**src/rtl/shifter_pkg.sv**
```systemverilog
// shifter_pkg: shared encodings for the multi-cycle right shifter
package shifter_pkg;
  typedef enum logic [1:0] {IDLE = 2'd0, SHIFT = 2'd1, DONE = 2'd2} state_t;
  typedef enum logic [1:0] {SRL = 2'd0, SRA = 2'd1, ROR = 2'd2} mode_t;
  localparam int STEP_1 = 1;
  localparam int STEP_2 = 2;
  localparam int STEP_4 = 4;
  localparam int STEP_8 = 8;
  localparam int STEP_16 = 16;
  localparam int STEP_DEFAULT = STEP_4;
  function automatic bit legal_step(int s);
    return s inside {STEP_1, STEP_2, STEP_4, STEP_8, STEP_16};
  endfunction
  function automatic logic fill_bit(mode_t m, logic sign);
    return (m == SRA) & sign;
  endfunction
endpackage

```
**src/rtl/shr_step.sv**
```systemverilog
// shr_step: combinational right shift by k in 0..STEP with fill bit or rotate
// Ports: d operand, k shift amount (0..STEP), fill bit for vacated MSBs,
//        rot selects rotate (shifted-out bits re-enter at MSB), q result.
module shr_step #(
  parameter int STEP = 4
) (
  input  logic [31:0] d,
  input  logic [4:0]  k,
  input  logic        fill,
  input  logic        rot,
  output logic [31:0] q
);
  logic [63:0] ext;
  assign ext = {rot ? d : {32{fill}}, d};
  always_comb begin
    q = d;
    for (int i = 1; i <= STEP; i++) q = (k == 5'(i)) ? ext[i +: 32] : q;
  end
endmodule

```
**src/rtl/seq_shift_right.sv**
```systemverilog
// seq_shift_right: multi-cycle SRL/SRA (optional ROR) shifter, at most STEP bits per clock
// Ports: clock, reset (async, active-high); ctrl_shift start pulse taken in IDLE;
//        data_in/shamt/arith/op_rot operands captured at accept;
//        data_result (holds until next accept), data_resultRDY one-cycle valid pulse,
//        busy high from the cycle after accept through the RDY cycle.
// Macro SHR_ROTATE_EN: when defined, op_rot=1 selects rotate-right; otherwise op_rot is ignored.
module seq_shift_right
  import shifter_pkg::*;
#(
  parameter int STEP = STEP_DEFAULT
) (
  input  logic        clock,
  input  logic        reset,
  input  logic        ctrl_shift,
  input  logic [31:0] data_in,
  input  logic [4:0]  shamt,
  input  logic        arith,
  input  logic        op_rot,
  output logic [31:0] data_result,
  output logic        data_resultRDY,
  output logic        busy
);
  state_t state, nxt;
  mode_t mode, mode_in;
  logic [31:0] data, step_q;
  logic [4:0] rem, k;
  logic sign, rot;
  logic accept;
`ifdef SHR_ROTATE_EN
  assign mode_in = op_rot ? ROR : (arith ? SRA : SRL);
  assign rot = mode == ROR;
`else
  logic unused_rot;
  assign unused_rot = op_rot;
  assign mode_in = arith ? SRA : SRL;
  assign rot = 1'b0;
`endif
  assign accept = (state == IDLE) && ctrl_shift;
  // never shift further than what is left, so the last step may be short
  assign k = (rem > 5'(STEP)) ? 5'(STEP) : rem;
  shr_step #(.STEP(STEP)) u_step (
    .d(data),
    .k(k),
    .fill(fill_bit(mode, sign)),
    .rot(rot),
    .q(step_q)
  );
  always_ff @(posedge clock or posedge reset) begin
    if (reset) state <= IDLE;
    else state <= nxt;
  end
  always_comb begin
    nxt = state == IDLE  ? (ctrl_shift ? (shamt == 5'd0 ? DONE : SHIFT) : IDLE) :
          state == SHIFT ? (rem == k ? DONE : SHIFT) : IDLE;
  end
  always_ff @(posedge clock or posedge reset) begin
    if (reset) begin
      data <= '0;
      rem  <= '0;
      sign <= 1'b0;
      mode <= SRL;
    end else if (accept) begin
      data <= data_in;
      rem  <= shamt;
      sign <= data_in[31];
      mode <= mode_in;
    end else if (state == SHIFT) begin
      data <= step_q;
      rem  <= rem - k;
    end
  end
  always_comb begin
    data_result    = data;
    busy           = state != IDLE;
    data_resultRDY = state == DONE;
  end
endmodule

```
**config.mk**
```make
export PLATFORM = sky130hd
export DESIGN_NAME = seq_shift_right
export DESIGN_NICKNAME = d
export VERILOG_FILES = /design/src/rtl/shifter_pkg.sv /design/src/rtl/shr_step.sv /design/src/rtl/seq_shift_right.sv
export SDC_FILE = /design/constraint.sdc
export NUM_CORES = 1
export LEC_CHECK = 0
export BUFFER_PORTS_ARGS = -buffer_cell sky130_fd_sc_hd__buf_2
export CAP_MARGIN = 20
export CORE_MARGIN = 2
export CORE_UTILIZATION = 57
export DETAILED_ROUTE_END_ITERATION = 7
export GPL_TIMING_DRIVEN = 0
export PLACE_DENSITY_LB_ADDON = 0.2
export SLEW_MARGIN = 10
export SYNTH_ARGS = -nofsm -noshare
export SYNTH_HDL_FRONTEND = slang
export SYNTH_SLANG_ARGS = --single-unit
```
**constraint.sdc**
```tcl
create_clock -name clock -period 5.63 [get_ports clock]
set_input_delay 1.126 -clock clock [delete_from_list [all_inputs] [get_ports clock]]
set_output_delay 1.126 -clock clock [all_outputs]
set_load 0.03 [all_outputs]
```
# Word-level counts from Yosys, hierarchy flattened
# Cells that the tools add are included.
[word_totals]
regBits = 42
input_bits = 42
[classes]
addsub = 1
order_cmp = 1
n_eq_ne = 8
mux = 15
bitwise_logic = 1
n_reduce_logical = 7
[op_table]
columns = ["operator", "count"]
rows = [
  ["two-way mux 32 bit", 6],
  ["two-way mux 5 bit", 3],
  ["equality test 5 x 2 -> 1 bit, second input constant", 2],
  ["two-way mux 2 bit", 5],
  ["equality test 5 x 1 -> 1 bit, second input constant", 1],
  ["equality test 5 x 3 -> 1 bit, second input constant", 1],
  ["equality test 5 bit", 1],
  ["greater-than comparator 5 x 3 -> 1 bit, second input constant", 1],
  ["zero test 5 bit", 1],
  ["nonzero test 5 bit", 1],
  ["subtractor 5 bit", 1],
  ["equality test 2 x 1 -> 1 bit, second input constant", 2],
  ["nonzero test 2 bit", 2],
  ["equality test 2 bit, second input constant", 1],
  ["zero test 2 bit", 1],
  ["AND reduction 2 bit", 1],
  ["bitwise AND 1 bit", 1],
  ["logical AND 1 bit", 1],
  ["two-way mux 1 bit", 1],
]

# Logic depth before layout (Yosys ltp)
[depth]
depth_word = 9
ltp_mapped = 11
depth_no_buf = 7

# Modules after synthesis
# A second synthesis with hierarchy kept.
[unflattened]
cells_unflattened = 420
hier_area_um2 = 3258.1
[modules_own_cells]
columns = ["mod", "n_inst", "cells_each", "area_each_um2"]
rows = [
  ["seq_shift_right", 1, 211, 2000.7],
  ["shr_step", 1, 209, 1257.5],
]

# Worst setup path before layout
# Ideal clock, no wire load.
[synth_path]
kind = "input-to-reg"
startpoint = "in ctrl_shift"
endpoint = "reg data[31] (netlist: data_result[31])"
setup_time_ps = 130
arrival_ps = 1975
setup_slack_ps = 3525
stages = 4
path_buffers = 0
cell_sequence = "nor3b_2 mux2_2 o211ai_1 o21ai_1"
[synth_between]
elab_chain_cells = 3
elab_cells_between_ends = 5
cone_classes = "1 x mux; 4 x reduce/logical"
[synth_lines]
columns = ["item", "line_no", "rtl"]
rows = [
  ["start, declared", "seq_shift_right.sv:14", "input logic ctrl_shift,"],
  ["logical AND 1 bit *", "seq_shift_right.sv:38", "assign accept = (state == IDLE) && ctrl_shift;"],
  ["nonzero test 5 bit (no source line) / nonzero test 2 bit (equally long branches)", "-", ""],
  ["AND reduction 2 bit (no source line)", "-", ""],
  ["end signal, assigned", "seq_shift_right.sv:63", "data <= data_in;"],
  ["end signal, assigned", "seq_shift_right.sv:68", "data <= step_q;"],
  ["end, declared", "seq_shift_right.sv:25", "logic [31:0] data, step_q;"],
]
# Every way passes the cells marked *; elsewhere a longest branch is shown, timed or not.
# A chain may end at the register's enable or synchronous reset.

# Worst setup path in the final report
[layout_path]
startpoint = "in ctrl_shift"
endpoint = "reg data[25] (netlist: data_result[25])"
# The elaborated chain is that of the path after synthesis.

==> summary.md <==
| Metric | Value |
|---|---|
| Core ar. | `4750 um2` |
| Final Core Density | `71.3%` |
| Maxcap violations | `0` |
| Starting Density | `59.6%` |
| Worst hold start | `mode[0]$_DFFE_PP0P_` |
| Status | `finished, final reports clean` |
| Detailed router's first-iteration violation count | `269` |
| Setup crit end kind | `flip-flop` |
| Req. time, crit path | `5840 ps` |
| CP max FO | `10` |
| Final Max Slew Viols | `0` |
| Worst path cell trace | `buf_2 -> nor3b_2 -> clkbuf_1 -> a22oi_1 -> o21ai_1` |
| Post-synthesis async set-or-reset flop share | `100%` |
| FF-to-FF End | `rem[2]$_DFFE_PP0P_` |
| DRC viols | `0` |
| Bufs on Longest Clock Path | `2` |
| Clk Latency, worst-skew pair | `300 ps` |
| Die height | `74.5 um` |
| Pwr dens | `754 nW/um2` |
| # setup viols final | `0` |
| Detailed Route WL | `8.49 mm` |
| Max H-tree Level | `2` |
| Fin worst setup slack | `3310 ps` |
| Relative slew slack | `55.1%` |
| Synth Flop Type | `dfrtp_1` |
| Hold path endpoint | `mode[0]$_DFFE_PP0P_` |
| Mapped Cells | `331` |
| Hold crit path type | `reg -> reg` |
| CP Class | `in -> reg` |
| Post-synth EDFFs | `0` |
| FP Rows | `25` |
| Vias | `3029` |
| Leak Pwr | `1.52 nW` |
| CTS resizes | `0` |
| Worst path slowest cell | `clkbuf_1` |
| Remaining global-route overflow | `0` |
| Largest net degree at the start of global routing | `24` |
| Port bufs | `74` |
| Post-layout min period | `2320 ps` |
| Setup TNS Final | `0 ps` |
| Hold Path Stages | `2` |
| Synthesized Nets | `374` |
| R2R depth | `11` |
| Total GRT Usage | `32.3%` |
| Die Wd | `74.5 um` |
| Global-route wire length before repair | `13.6 mm` |
| Clock sinks | `41` |
| Dpl hpwl | `6.04 mm` |
| Slew @ Worst Pin | `674 ps` |
| Peak supply drop | `0.350 mV` |
| Library cells used by synthesis | `38` |
| WP buf/inv | `2` |
| Cell Area, Placed | `3320 um2` |
| Mapped cell area | `2840 um2` |
| Post-CTS Setup Bufs | `0` |
| Ant. Diodes | `0` |
| P&R area growth vs syn | `19.6%` |
| Hold_buf cts | `0` |
| Vias in the first global route | `2717` |
| Die ar. | `5550 um2` |
| Post-route cell area | `3390 um2` |
| Initial antenna violation count | `0` |
| Num CTS Buffers | `5` |
| Synth warnings | `0` |
| Critical path's top delay family | `buffers and inverters` |
| Yosys reg bits | `41` |
| Critical path startpoint category | `input pin` |
| Post-synthesis sequential area ratio | `36.2%` |
| Drt via density | `6.32` |
| DRT Pass-1 Iters | `5` |
| CP max stage delay | `530 ps` |
| Num ports | `76` |
| Syn avg cell area | `8.57 um2` |
| R2R Path Start | `rem[2]$_DFFE_PP0P_` |
| Routability cong. | `0.879` |
| Antenna Nets Post-Route | `0` |
| Critical path arrival | `2530 ps` |
| Final Hold Vio Count | `0` |
| DP Cell Count | `473` |
| Pre-CTS setup slack | `3080 ps` |
| DR WL/cell | `17.7 um` |
| TritonCTS clock tree | `done` |
| Nets@finish | `456` |
| Clock slew at reported path FFs | `80 ps` |
| Unrepaired setup endpoints after global routing | `no` |
| Finished Layout Cells | `479` |
| Root Buffer | `clkbuf_8` |
| Ratio of cells with drive above 1 in the final layout | `28.2%` |
| R2r setup slk | `3380 ps` |
| Clock skew | `5.74 ps` |
| Fin crit share | `41.2%` |
| FMAX | `431 MHz` |
final cells by class:
| class | count | area (um2) |
|---|---|---|
| multi-input combinational | 246 | 1590 |
| timing repair buffer | 75 | 398 |
| sequential | 41 | 1030 |
| inverter | 10 | 37.5 |
| clock buffer | 5 | 68.8 |
| fill | 409 | 1360 |
| buffer | 34 | 185 |
| clock inverter | 1 | 5.00 |
| tap | 67 | 83.8 |
cell usage in the layout (no fill, tap or decap), types with 8 or more instances in the layout:
cell / count
a211oi_1: 28
a21oi_1: 35
a22oi_1: 16
buf_2: 87
clkbuf_1: 15
dfrtp_1: 41
inv_1: 9
mux2i_1: 26
nand2_1: 25
nor2_1: 22
o21ai_0: 21
o21ai_1: 24
o22ai_1: 8
report_power, final:
part	switching (W)	total (W)	internal, W
Clock	0.000102	0.000183	0.0000817
Combinational	0.00111	0.00172	0.000612
Sequential	0.000207	0.000656	0.000449
Total	0.00142	0.00256	0.00114
worst min-delay path: cells and delay by family (launching register included):
kind	cells	cell delay (ps)
DFF	1	370
and+or+nand+nor	2	120
state kept, by name, indices dropped and copies added, names as in the netlist:
signal	flops
mode	1
sign	1
state	2
rem	5
data_result	32
per-stage QoR:
stage / power (W) / hold slack [ps]
2_1_floorplan: 0.00188 / 468
3_3_place_gp: 0.00229 / 489
3_5_place_dp: 0.00234 / 506
4_1_cts: 0.00253 / 525
5_1_grt: 0.00274 / 559
6_report: 0.00256 / 524
logic make-up (layout without fill, tap and decap cells):
group / Yosys count / count (layout) / share of synthesized area [%]
fa+ha+maj: 1 / 1 / 0.441
flops: 41 / 41 / 36.2
mux: 30 / 30 / 10.8
compound gates: 150 / 150 / 34.3
buf+inv: 44 / 125 / 7.86
simple gates: 64 / 64 / 10.3
other cells: 1 / 1 / 0.132
Yosys cell counts (2+ instances only):
cell type  instances  area share, %
a211oi_1          28            7.4
a211oi_2           3            1.3
a21oi_1           35            6.2
a221oi_2           5            2.6
a22oi_1           16            4.2
a31oi_1            2           0.44
a32oi_1            3           0.93
and2_1             2           0.44
buf_2             13            2.3
buf_6              5            2.0
clkbuf_1          15            2.0
dfrtp_1           41             36
inv_1             10            1.3
mux2_2             4            1.6
mux2i_1           26            9.2
nand2_1           25            3.3
nor2_1            22            2.9
nor2b_1            4           0.88
nor3_1             3           0.53
o21ai_0           21            3.7
o21ai_1           24            4.2
o22ai_1            8            1.8
worst max path at each step:
| stage | start | end | slack (ps) | cells past startpoint |
|---|---|---|---|---|
| CTS | state[0]$_DFF_PP0_ | busy | 3340 | 4 |
| global placement | reset | data_result[10]$_DFFE_PP0P_ | 3010 | 2 |
| finish | ctrl_shift | data_result[25]$_DFFE_PP0P_ | 3310 | 5 |
| floorplan | ctrl_shift | data_result[31]$_DFFE_PP0P_ | 3530 | 4 |
| detailed placement | ctrl_shift | data_result[14]$_DFFE_PP0P_ | 3080 | 5 |
| global route | ctrl_shift | data_result[19]$_DFFE_PP0P_ | 3200 | 6 |
per-layer routing:
| metal | GRT usage, % | share of wire, % |
|---|---|---|
| met1 | 44.4 | 42 |
| met2 | 51.0 | 47 |
| met3 | 7.32 | 8.3 |
| met4 | 9.72 | 2.6 |
| met5 | 0 | 0 |
(Power assumes the default switching activity.)
